===== config.mk =====
export PLATFORM = sky130hd
export DESIGN_NAME = id_ex_reg
export DESIGN_NICKNAME = d
export VERILOG_FILES = /design/src/rtl/id_ex_reg.sv
export SDC_FILE = /design/constraint.sdc
export NUM_CORES = 1
export LEC_CHECK = 0
export CELL_PAD_IN_SITES_DETAIL_PLACEMENT = 0
export CELL_PAD_IN_SITES_GLOBAL_PLACEMENT = 1
export CORE_MARGIN = 4
export CORE_UTILIZATION = 28
export CTS_BUF_LIST = sky130_fd_sc_hd__clkbuf_16
export CTS_CLUSTER_SIZE = 24
export DETAILED_ROUTE_END_ITERATION = 6
export PLACE_DENSITY_LB_ADDON = 0.1
export SYNTH_ARGS = -nofsm -noshare
export SYNTH_HDL_FRONTEND = slang
export SYNTH_SLANG_ARGS = --single-unit
export TNS_END_PERCENT = 1

===== constraint.sdc =====
create_clock -name clk -period 2 [get_ports clk]
set_input_delay 0.5 -clock clk [delete_from_list [all_inputs] [get_ports clk]]
set_output_delay 0.5 -clock clk [all_outputs]
set_load 0.01 [all_outputs]

===== src/rtl/id_ex_reg.sv =====
// id_ex_reg: ID/EX pipeline register.
//
// Captures the decoded control bundles, operands and register addresses each
// cycle and presents them to the execute stage. A control-unit flush becomes a
// bubble, a load-use hazard inserts a bubble and raises stall, and a downstream
// hold freezes the whole register. A flush requested during a hold is kept in
// flush_pend and turns into a single bubble on the first edge after the hold.
//
// Optional build macro: ID_EX_PERF_EN enables the saturating bubble counters.
// When undefined, perf_stall_cnt and perf_flush_cnt are tied to 0.
//
// Ports:
//   clk, rst_n             clock, asynchronous active-low reset
//   id_valid .. id_imm     decoded instruction from the decode stage
//   id_flush               flush request from the control unit
//   ex_hold                execute/memory busy, freeze this register
//   stall                  freeze PC and IF/ID (combinational)
//   ex_valid .. ex_imm     registered copies presented to execute
//   perf_stall_cnt         hazard bubbles inserted (ID_EX_PERF_EN)
//   perf_flush_cnt         flush bubbles inserted (ID_EX_PERF_EN)

module id_ex_reg #(
  parameter int unsigned DATA_W = 16,
  parameter int unsigned REG_AW = 4
) (
  input  logic              clk,
  input  logic              rst_n,
  input  logic              id_valid,
  input  logic [3:0]        id_opcode,
  input  logic [5:0]        id_exe,
  input  logic [5:0]        id_mem,
  input  logic [1:0]        id_wb,
  input  logic [REG_AW-1:0] id_rs1,
  input  logic [REG_AW-1:0] id_rs2,
  input  logic [REG_AW-1:0] id_rd,
  input  logic [DATA_W-1:0] id_op_a,
  input  logic [DATA_W-1:0] id_op_b,
  input  logic [DATA_W-1:0] id_imm,
  input  logic              id_flush,
  input  logic              ex_hold,
  output logic              stall,
  output logic              ex_valid,
  output logic [3:0]        ex_opcode,
  output logic [5:0]        ex_exe,
  output logic [5:0]        ex_mem,
  output logic [1:0]        ex_wb,
  output logic [REG_AW-1:0] ex_rs1,
  output logic [REG_AW-1:0] ex_rs2,
  output logic [REG_AW-1:0] ex_rd,
  output logic [DATA_W-1:0] ex_op_a,
  output logic [DATA_W-1:0] ex_op_b,
  output logic [DATA_W-1:0] ex_imm,
  output logic [15:0]       perf_stall_cnt,
  output logic [15:0]       perf_flush_cnt
);

  logic flush_pend_q, flush_pend_d;
  logic load_in_ex;
  logic hazard;
  logic flush_eff;
  logic flush_bubble;
  logic haz_bubble;
  logic capture;

  // A load is recognised by its WB bundle: register write from memory.
  assign load_in_ex = ex_valid && (ex_wb == 2'b01);
  assign hazard     = load_in_ex && id_valid && ((ex_rd == id_rs1) || (ex_rd == id_rs2));
  assign flush_eff  = id_flush || flush_pend_q;

  // Per-edge priority: hold, then flush, then hazard, then normal capture.
  assign flush_bubble = !ex_hold && flush_eff;
  assign haz_bubble   = !ex_hold && !flush_eff && hazard;
  assign capture      = !ex_hold && !flush_eff && !hazard;

  // A flushed decode slot is discarded, so a coincident hazard needs no stall.
  assign stall = ex_hold || (hazard && !flush_eff);

  always_comb begin
    flush_pend_d = flush_pend_q;
    if (ex_hold) begin
      if (id_flush) flush_pend_d = 1'b1;
    end else if (flush_eff) begin
      flush_pend_d = 1'b0;
    end
  end

  always_ff @(posedge clk or negedge rst_n) begin
    if (!rst_n) begin
      flush_pend_q <= 1'b0;
    end else begin
      flush_pend_q <= flush_pend_d;
    end
  end

  // Bubbles zero every field, including the don't-care data/address fields.
  always_ff @(posedge clk or negedge rst_n) begin
    if (!rst_n) begin
      ex_valid  <= 1'b0;
      ex_opcode <= '0;
      ex_exe    <= '0;
      ex_mem    <= '0;
      ex_wb     <= '0;
      ex_rs1    <= '0;
      ex_rs2    <= '0;
      ex_rd     <= '0;
      ex_op_a   <= '0;
      ex_op_b   <= '0;
      ex_imm    <= '0;
    end else if (flush_bubble || haz_bubble) begin
      ex_valid  <= 1'b0;
      ex_opcode <= '0;
      ex_exe    <= '0;
      ex_mem    <= '0;
      ex_wb     <= '0;
      ex_rs1    <= '0;
      ex_rs2    <= '0;
      ex_rd     <= '0;
      ex_op_a   <= '0;
      ex_op_b   <= '0;
      ex_imm    <= '0;
    end else if (capture) begin
      ex_valid  <= id_valid;
      ex_opcode <= id_opcode;
      ex_exe    <= id_exe;
      ex_mem    <= id_mem;
      ex_wb     <= id_wb;
      ex_rs1    <= id_rs1;
      ex_rs2    <= id_rs2;
      ex_rd     <= id_rd;
      ex_op_a   <= id_op_a;
      ex_op_b   <= id_op_b;
      ex_imm    <= id_imm;
    end
  end

`ifdef ID_EX_PERF_EN
  logic [15:0] stall_cnt_q;
  logic [15:0] flush_cnt_q;

  always_ff @(posedge clk or negedge rst_n) begin
    if (!rst_n) begin
      stall_cnt_q <= '0;
      flush_cnt_q <= '0;
    end else begin
      if (haz_bubble && (stall_cnt_q != 16'hFFFF)) stall_cnt_q <= stall_cnt_q + 16'd1;
      if (flush_bubble && (flush_cnt_q != 16'hFFFF)) flush_cnt_q <= flush_cnt_q + 16'd1;
    end
  end

  assign perf_stall_cnt = stall_cnt_q;
  assign perf_flush_cnt = flush_cnt_q;
`else
  assign perf_stall_cnt = '0;
  assign perf_flush_cnt = '0;
`endif

endmodule


-- Word-level counts from Yosys, hierarchy flattened
Cells that the tools add are included.
Widths: inputs -> output; s select.
- multiplexer cells: 25
- reductions and logical operators: 18
- equality and inequality tests: 4
- operators by type and width (kind ; count):
    $mux 16 ; 6
    $mux 4 ; 8
    $mux 6 ; 4
    $eq 4x4->1 ; 2
    $logic_and 1x1->1 ; 8
    $mux 1 ; 5
    $logic_or 1x1->1 ; 4
    $mux 2 ; 2
    $reduce_bool 2->1 ; 2
    $logic_not 1->1 ; 3
    $eq 2x1->1 const B ; 1
    $ne 2x2->1 const B ; 1
    $reduce_and 2->1 ; 1
- output and inout bits: 112
- bits of input ports: 83
- word-level logic and storage cells: 59
- bits in registers: 80

-- Longest topological paths before layout
Gate-level depths: netlist of the first run.
- depth in word-level cells: 8
- gate-level depth with buffers: 7
- depth with buffers taken out: 4

-- Least setup slack after synthesis of the first run
OpenSTA, ideal clock, no wires.
- path type: input -> register
- start point: input ex_hold
- end point: register ex_op_a[0]
- setup slack: 0.163 ns
- required time: 1.934 ns
- setup time: 0.066 ns
- arrival: 1.770 ns
- stages on the path: 7
- buffers on the path: 3
- cells stage by stage: buf_2 -> or3_4 -> nand2b_1 -> o31ai_4 -> buf_4 -> buf_4 -> a22o_1
- word-level cells in the longest chain between the ends: 5
- elaborated cells on any way between the ends: 8
- those cells by class: mux: 1; reduce/logical: 7
- ends and longest elaborated chain (item ; RTL line ; source):
    start, declared ; 40 ; input logic ex_hold,
    $logic_not 1->1 (*) ; 71, 72, 73 ;
    $logic_and 1x1->1 ; 72, 73 ;
    $logic_and 1x1->1 ; 72 ; assign haz_bubble = !ex_hold && !flush_eff && hazard;
    $logic_or 1x1->1 ; 109 ; end else if (flush_bubble || haz_bubble) begin
    $mux 16 / $reduce_bool 2->1 (equally long branches) ; - ;
    end signal, assigned ; 130 ; ex_op_a <= id_op_a;
    end, declared ; 50 ; output logic [DATA_W-1:0] ex_op_a,
Every way passes the cells marked *; elsewhere a longest branch is shown, timed or not.
A chain may end at the register's enable or synchronous reset.

-- Worst setup path after layout of the first run
- start point: input id_rs1[0]
- end point: output stall
- word-level cells in the longest chain between the ends: 5
- ends and longest elaborated chain (item ; RTL line ; source):
    start, declared ; 33 ; input logic [REG_AW-1:0] id_rs1,
    $eq 4x4->1 ; 67 ; assign hazard = load_in_ex && id_valid && ((ex_rd == id_rs1) || (ex_rd == id_rs2));
    $logic_or 1x1->1 ; 67 ;
    $logic_and 1x1->1 ; 67 ;
    $logic_and 1x1->1 ; 76 ; assign stall = ex_hold || (hazard && !flush_eff);
    $logic_or 1x1->1 ; 76 ;
    end, declared ; 41 ; output logic stall,
Every way passes these cells.

==> results of run 1 <==
==> Yosys cell counts <==
cell / count / share of area, %
sky130_fd_sc_hd__o21ai_0: 1 / 0.16
sky130_fd_sc_hd__dfrtp_1: 80 / 63
sky130_fd_sc_hd__nor4_2: 2 / 0.79
sky130_fd_sc_hd__o21a_1: 1 / 0.24
sky130_fd_sc_hd__nor3_1: 1 / 0.16
sky130_fd_sc_hd__xor2_1: 8 / 2.2
sky130_fd_sc_hd__or3_4: 1 / 0.35
sky130_fd_sc_hd__buf_4: 34 / 8.0
sky130_fd_sc_hd__nand2b_1: 2 / 0.39
sky130_fd_sc_hd__a22o_1: 79 / 22
sky130_fd_sc_hd__conb_1: 1 / 0.12
sky130_fd_sc_hd__o31ai_4: 1 / 0.67
sky130_fd_sc_hd__buf_2: 7 / 1.1
sky130_fd_sc_hd__nand4b_1: 1 / 0.28
sky130_fd_sc_hd__clkbuf_1: 8 / 0.94
==> logic make-up (layout without fill, tap and decap cells) <==
family	count (synthesis)	after routing
compound gates	82	82
xor+xnor	8	8
buf+inv	49	199
flops	80	80
other cells	1	32
simple gates	7	7
==> through the flow <==
stage | util (%) | setup slack (ps) | hold WS [ps] | cell area [um^2] | std cells
final | 48.2 | -37.0 | 195 | 5290 | 548
after global routing | 48.2 | -166 | 221 | 5290 | 548
after CTS | 48.1 | -84.2 | 208 | 5290 | 548
after detailed placement | 45.1 | -726 | 496 | 4950 | 530
after global placement | 45.1 | -725 | 492 | 4950 | 530
after floorplan | - | 163 | 204 | 3300 | 258
==> power groups by stage <==
stage	Sequential, W	Clock, W	Combinational [W]
6_report	0.00193	0.00175	0.00111
5_1_grt	0.00196	0.00188	0.00120
4_1_cts	0.00193	0.00181	0.00113
3_5_place_dp	0.00195	0	0.00113
3_3_place_gp	0.00195	0	0.00113
2_1_floorplan	0.00204	0	0.000353
==> worst register-to-register path: stages, from the launching register on <==
cell and delay (ps):
sky130_fd_sc_hd__dfrtp_1 380, sky130_fd_sc_hd__buf_4 140, sky130_fd_sc_hd__xor2_1 190, sky130_fd_sc_hd__nor4_2 60, sky130_fd_sc_hd__buf_4 140, sky130_fd_sc_hd__o31ai_4 340, sky130_fd_sc_hd__buf_12 250, sky130_fd_sc_hd__a22o_1 180
==> per-layer routing <==
| layer | global-route usage [%] | vias up |
|---|---|---|
| li1 | - | 1132 |
| met1 | 18.6 | 1210 |
| met2 | 20.4 | 120 |
| met3 | 5.23 | 9 |
| met4 | 3.80 | 2 |
| met5 | 0 | - |
==> area by class of cell <==
| class | instances | area [um^2] |
|---|---|---|
| fill | 1054 | 5690 |
| sequential | 80 | 2000 |
| timing repair buffer | 183 | 1790 |
| multi-input combinational | 129 | 998 |
| clock buffer | 9 | 225 |
| tap | 140 | 175 |
| clock inverter | 7 | 93.8 |
==> sequential cells by signal, summed over array words and instances (netlist names) <==
signal        cells
ex_exe            6
ex_mem            6
ex_opcode         4
ex_imm           16
ex_op_a          16
ex_rs2            4
ex_rd             4
ex_op_b          16
ex_wb             2
flush_pend_q      1
ex_valid          1
ex_rs1            4
==> worst paths after layout <==
check,from,end,slack [ps],cells past startpoint
setup / recovery,id_rs1[0],stall,-40,6
hold / removal,rst_n,ex_imm[4],190,2
setup reg to reg,ex_rd[1],ex_imm[5],250,7
hold reg to reg,ex_imm[8],ex_imm[8],500,1
max in group asynchronous,rst_n,ex_rd[3],1460,2
min in group clk,ex_imm[8],ex_imm[8],500,1
==> timing repair <==
| action | 4_1_cts | 5_1_grt |
|---|---|---|
| endpoints found under the setup margin | 3 | 1 |
| buffers inserted | 2 | 0 |
| gates resized for setup | 19 | 1 |
| cloned | 0 | 0 |
| pin swaps | 6 | 1 |
==> impl_metrics.prom, run 1 <==
# TYPE chip_impl_metric gauge
chip_impl_metric{name="io_buffer_count",unit=""} 162
chip_impl_metric{name="critical_path_required",unit="ps"} 1500
chip_impl_metric{name="die-width",unit="um"} 115
chip_impl_info{name="worstPathCellList",value="dlygate4sd2_1 > xor2_1 > nor4_2 > o21ai_1 > nand2b_1 > buf_4"} 1
chip_impl_info{name="critical_path_class",value="in -> out"} 1
chip_impl_info{name="rsz_0062_raised_after_global_routing",value="yes"} 1
chip_impl_metric{name="grt_antenna_before_repair",unit=""} 1
chip_impl_metric{name="finalSetupViolations",unit=""} 1
chip_impl_metric{name="synth_compound_gate_area_share",unit="%"} 22.8
chip_impl_metric{name="num-nets-final",unit=""} 486
chip_impl_metric{name="critPathMaxStageDelay",unit="ps"} 320
chip_impl_metric{name="synth-simple-area-share",unit="%"} 1.96
chip_impl_info{name="status",value="complete, but fails checks"} 1
chip_impl_metric{name="p_int",unit="W"} 0.00358
chip_impl_info{name="critPathCaptureType",value="primary output"} 1
chip_impl_metric{name="p_sw",unit="W"} 0.00120
chip_impl_metric{name="vdd_drop_max",unit="V"} 0.000478
chip_impl_metric{name="design.portCount",unit=""} 195
chip_impl_metric{name="drive_above_1_share",unit="%"} 11.5
chip_impl_metric{name="power.combinational.fraction",unit="%"} 23.3
chip_impl_info{name="tritoncts",value="yes"} 1
chip_impl_metric{name="grt_util_all_layers",unit="%"} 13.7
chip_impl_metric{name="timing.clock.skew",unit="ps"} 9.59
chip_impl_metric{name="drt_first_pass_iters",unit=""} 4
chip_impl_metric{name="detail-route-antenna-nets",unit=""} 0
chip_impl_metric{name="die_height",unit="um"} 115
chip_impl_metric{name="multiplexer_share_of_the_synthesized_area",unit="%"} 0
chip_impl_metric{name="wl_met1",unit="mm"} 3.89
chip_impl_metric{name="design_power_total",unit="W"} 0.00478
chip_impl_info{name="failed_checks",value="negative setup slack"} 1
chip_impl_metric{name="worstMarginPinSlew",unit="ps"} 707
chip_impl_metric{name="fin_crit",unit="ps"} 2040
chip_impl_metric{name="cts_buffers",unit=""} 9
chip_impl_metric{name="seq_area_frac_synth",unit="%"} 62.9
chip_impl_metric{name="clk_latency",unit="ps"} 330
chip_impl_metric{name="place.detailed.hpwl",unit="mm"} 6.20
chip_impl_metric{name="finalHoldViolations",unit=""} 0
chip_impl_metric{name="drv_slew",unit=""} 0
chip_impl_metric{name="initial_core_utilization",unit="%"} 29.0
chip_impl_metric{name="avgViaCountPerCell",unit=""} 4.51
chip_impl_metric{name="layout-area-overhead-vs-synth",unit="%"} 66.1
chip_impl_metric{name="n_antenna_cell",unit=""} 0
chip_impl_metric{name="totalNegativeSetupSlack",unit="ps"} -37.0
chip_impl_metric{name="drt-wirelength-per-cell",unit="um"} 16.3
chip_impl_metric{name="drc",unit=""} 0
chip_impl_metric{name="cts-htree-levels",unit=""} 3
chip_impl_metric{name="placeableCoreArea",unit="um^2"} 11000
chip_impl_metric{name="row_count",unit=""} 38
chip_impl_metric{name="power.share.clock",unit="%"} 36.5
chip_impl_metric{name="synthCells",unit=""} 227
chip_impl_metric{name="grt_first_pass_wirelength",unit="mm"} 14.0
chip_impl_metric{name="sw_frac_of_total",unit="%"} 25.1
chip_impl_metric{name="p_per_area",unit="nW/um^2"} 904
chip_impl_metric{name="pwr-share-seq",unit="%"} 40.3
chip_impl_metric{name="timing.critical_path.fanout_max",unit=""} 2
chip_impl_metric{name="slew_hr",unit="%"} 52.9
chip_impl_metric{name="wl_met2",unit="mm"} 4.05
chip_impl_metric{name="synth-adder-area-share",unit="%"} 0
chip_impl_info{name="dr.max_layer_used",value="met5"} 1
chip_impl_metric{name="synthesis.yosys.warnings",unit=""} 0
chip_impl_metric{name="cellLeakagePower",unit="nW"} 2.40
chip_impl_info{name="root_buffer",value="sky130_fd_sc_hd__clkbuf_16"} 1
chip_impl_metric{name="drt_iter0_drcs",unit=""} 82
chip_impl_metric{name="synth_seq_cells",unit=""} 80
chip_impl_metric{name="final_critical_path_setup_slack",unit="ps"} -37.0
chip_impl_metric{name="cts_buffer_depth",unit=""} 2
chip_impl_metric{name="post_synthesis_share_of_cell_area_spent_on_xor_and_xnor_gates",unit="%"} 2.20
chip_impl_metric{name="grt_start_max_net_pins",unit=""} 81
chip_impl_metric{name="cts.sinks",unit=""} 80
chip_impl_metric{name="route.final.wire_length",unit="mm"} 8.93
chip_impl_info{name="layout.cells.most_common",value="sky130_fd_sc_hd__clkdlybuf4s50_1"} 1
chip_impl_info{name="synth_top_family_by_area",value="compound AO/OA/AOI/OAI gates"} 1
chip_impl_metric{name="maxCapViolCount",unit=""} 0
chip_impl_metric{name="die_area",unit="um^2"} 13100
chip_impl_metric{name="max_clock_freq",unit="MHz"} 491
chip_impl_info{name="layout_common_cells",value="sky130_fd_sc_hd__clkdlybuf4s50_1, sky130_fd_sc_hd__a22o_1, sky130_fd_sc_hd__dfrtp_1"} 1
chip_impl_info{name="setup.worst_path.start_class",value="primary input"} 1
chip_impl_metric{name="layout_worst_path_cycle_share",unit="%"} 102
chip_impl_metric{name="ctsHoldBuffers",unit=""} 0
chip_impl_metric{name="overflow",unit=""} 0
chip_impl_metric{name="clk_transition_reported_paths",unit="ps"} 60
chip_impl_info{name="slowest_stage",value="sky130_fd_sc_hd__nor4_2"} 1
chip_impl_metric{name="critPathBufInv",unit=""} 2
chip_impl_info{name="hold_path.class",value="in -> async"} 1
chip_impl_metric{name="gp_routability_congestion",unit=""} 0.706
chip_impl_metric{name="num_vias",unit=""} 2473
chip_impl_metric{name="syn_area_per_cell",unit="um^2"} 14.0
chip_impl_metric{name="netlist_area",unit="um^2"} 3180
chip_impl_metric{name="dr_wl_met3",unit="um"} 866
chip_impl_metric{name="cp_data_arrival_time",unit="ps"} 1540
chip_impl_metric{name="yosysUniqueCellTypes",unit=""} 15
chip_impl_info{name="cpLargestDelayFamily",value="simple AND/OR/NAND/NOR gates"} 1
chip_impl_metric{name="vias_in_the_first_global_route",unit=""} 2603
Power figures use the tool's default switching activity.
==> run 2: changes to the inputs <==
CORE_UTILIZATION = 30   (was 28)
SETUP_SLACK_MARGIN = 0.3   (was unset)
clock period = 2.5 ns   (was 2 ns; I/O delays follow)
==> run 2 against run 1 <==
  * The run now ends clean
  * Register-to-register slack gained 330 ps
  * Worst hold slack gained 100 ps
  * Global-route usage rose by 0.90 points
  * Largest cell class unchanged
  * Worst setup slack improved by 360 ps
  * Critical endpoint unchanged
==> impl_metrics.prom, run 2 (synthesis results as in run 1) <==
# TYPE chip_impl_metric gauge
chip_impl_info{name="status",value="finished, final reports clean"} 1
chip_impl_metric{name="drive_above_1_share",unit="%"} 13.9
chip_impl_metric{name="final.fill_count",unit=""} 918
chip_impl_metric{name="placeableCoreArea",unit="um^2"} 10300
chip_impl_metric{name="detail-route-antenna-nets",unit=""} 0
chip_impl_metric{name="gp_routability_congestion",unit=""} 0.717
chip_impl_metric{name="num-nets-final",unit=""} 480
chip_impl_metric{name="die_height",unit="um"} 111
chip_impl_metric{name="placed_cells_incl_taps",unit=""} 517
chip_impl_metric{name="finalHoldViolations",unit=""} 0
chip_impl_metric{name="worstMarginPinSlew",unit="ps"} 580
chip_impl_metric{name="layout_worst_path_cycle_share",unit="%"} 87.1
chip_impl_metric{name="pre_cts_ws",unit="ps"} -495
chip_impl_info{name="critical_path_class",value="in -> out"} 1
chip_impl_metric{name="ctsHoldBuffers",unit=""} 0
chip_impl_metric{name="grt_first_pass_wirelength",unit="mm"} 14.4
chip_impl_metric{name="clk_latency",unit="ps"} 320
chip_impl_metric{name="avgViaCountPerCell",unit=""} 4.47
chip_impl_metric{name="num_vias",unit=""} 2407
chip_impl_metric{name="timing.clock.skew",unit="ps"} 7.02
chip_impl_info{name="rsz_0062_raised_after_global_routing",value="yes"} 1
chip_impl_metric{name="route.final.wire_length",unit="mm"} 8.97
chip_impl_metric{name="register_area",unit="um^2"} 2010
chip_impl_metric{name="drt_iter0_drcs",unit=""} 116
chip_impl_info{name="top_regs",value="ex_imm (16), ex_op_a (16), ex_op_b (16)"} 1
chip_impl_metric{name="drt-wirelength-per-cell",unit="um"} 16.7
chip_impl_metric{name="grt_start_max_net_pins",unit=""} 47
chip_impl_info{name="critPathCaptureType",value="primary output"} 1
chip_impl_metric{name="p_per_area",unit="nW/um^2"} 746
chip_impl_info{name="tritoncts",value="yes"} 1
chip_impl_metric{name="multi_input_comb_area",unit="um^2"} 1040
chip_impl_metric{name="cp_data_arrival_time",unit="ps"} 1550
chip_impl_metric{name="n_antenna_cell",unit=""} 0
chip_impl_metric{name="grt_util_all_layers",unit="%"} 14.6
chip_impl_metric{name="cts.sinks",unit=""} 80
chip_impl_metric{name="fin_crit",unit="ps"} 2180
chip_impl_metric{name="layout-area-overhead-vs-synth",unit="%"} 65.5
chip_impl_info{name="layout.cells.most_common",value="sky130_fd_sc_hd__clkdlybuf4s50_1"} 1
chip_impl_metric{name="die-width",unit="um"} 111
chip_impl_metric{name="cts_buffers",unit=""} 9
chip_impl_metric{name="slew_hr",unit="%"} 61.4
chip_impl_info{name="root_buffer",value="sky130_fd_sc_hd__clkbuf_16"} 1
chip_impl_info{name="hold_path.class",value="in -> async"} 1
chip_impl_metric{name="overflow",unit=""} 0
chip_impl_metric{name="cts_buffer_depth",unit=""} 2
chip_impl_metric{name="critical_path_required",unit="ps"} 1880
chip_impl_metric{name="place.detailed.hpwl",unit="mm"} 6.32
chip_impl_metric{name="row_count",unit=""} 37
chip_impl_metric{name="cts-htree-levels",unit=""} 3
chip_impl_metric{name="io_buffer_count",unit=""} 162
chip_impl_metric{name="vias_in_the_first_global_route",unit=""} 2528
chip_impl_metric{name="cellLeakagePower",unit="nW"} 2.37
chip_impl_metric{name="grt_antenna_before_repair",unit=""} 0
chip_impl_metric{name="drc",unit=""} 0
chip_impl_metric{name="timing.critical_path.fanout_max",unit=""} 2
chip_impl_info{name="layout_common_cells",value="sky130_fd_sc_hd__clkdlybuf4s50_1, sky130_fd_sc_hd__a22o_1, sky130_fd_sc_hd__dfrtp_1"} 1
chip_impl_metric{name="vdd_drop_max",unit="V"} 0.000321
chip_impl_metric{name="max_clock_freq",unit="MHz"} 459
chip_impl_metric{name="drv_slew",unit=""} 0
chip_impl_info{name="setup.worst_path.start_class",value="primary input"} 1
chip_impl_metric{name="maxCapViolCount",unit=""} 0
chip_impl_metric{name="final_critical_path_setup_slack",unit="ps"} 321
chip_impl_metric{name="die_area",unit="um^2"} 12300
chip_impl_metric{name="design.portCount",unit=""} 195
chip_impl_metric{name="initial_core_utilization",unit="%"} 30.8
chip_impl_metric{name="layoutNonFillerInstCount",unit=""} 538
chip_impl_metric{name="finalSetupViolations",unit=""} 0
chip_impl_metric{name="drt_first_pass_iters",unit=""} 4
chip_impl_metric{name="clk_transition_reported_paths",unit="ps"} 60
run 2: worst paths after layout:
kind | startpoint | depth (start not counted) | end | slack, ps
min in group clk | ex_op_a[9] | 1 | ex_op_a[9] | 510
setup reg to reg | ex_rd[3] | 8 | ex_op_b[13] | 580
hold reg to reg | ex_op_a[9] | 1 | ex_op_a[9] | 510
hold / removal | rst_n | 1 | ex_opcode[2] | 300
setup / recovery | id_rs1[1] | 6 | stall | 320
max in group asynchronous | rst_n | 2 | ex_rd[0] | 1470
run 2: layer usage:
layer  share of wire, %  up-vias  GRT usage, %
met3                8.7        7          4.53
met4                1.3        0          5.19
met1                 45     1169          20.0
met2                 45      116          21.8
met5                  0        -             0
li1                   -     1115             -
run 2: per-stage QoR:
stage / TNS, ps / cell area (um^2) / total power (W) / hold WS [ps] / utilization, %
floorplan: 0 / 3300 / 0.00192 / 329 / -
global placement: -461 / 4860 / 0.00243 / 489 / 47.1
detailed placement: -516 / 4860 / 0.00244 / 496 / 47.1
CTS: 0 / 5280 / 0.00399 / 317 / 51.1
global route: 0 / 5270 / 0.00412 / 336 / 51.1
finish: 0 / 5270 / 0.00393 / 296 / 51.1
run 2: layout make-up:
class,instances,area share [%]
flip-flops and latches,80,38.1
clock buffers,9,4.27
multi-input cells,129,19.7
well taps,136,3.23
repair buffers,177,32.5
clock inverters,7,2.28
run 2: repair_timing:
item | in CTS | in global routing
gates resized for setup | 42 | 5
setup buffers | 4 | 1
pin swaps | 10 | 6
endpoints found under the setup margin | 1 | 1
run 2: report_power, final:
part / total [W] / switching [W] / internal [W]
Combinational: 0.000879 / 0.000351 / 0.000529
Clock: 0.00151 / 0.000529 / 0.000978
Sequential: 0.00155 / 0.0000932 / 0.00145
run 2: worst max-delay path: stages:
cell and delay, ps:
sky130_fd_sc_hd__buf_2 120, sky130_fd_sc_hd__xor2_2 180, sky130_fd_sc_hd__nor4_4 310, sky130_fd_sc_hd__o21ai_1 110, sky130_fd_sc_hd__nand2b_1 70, sky130_fd_sc_hd__buf_2 130
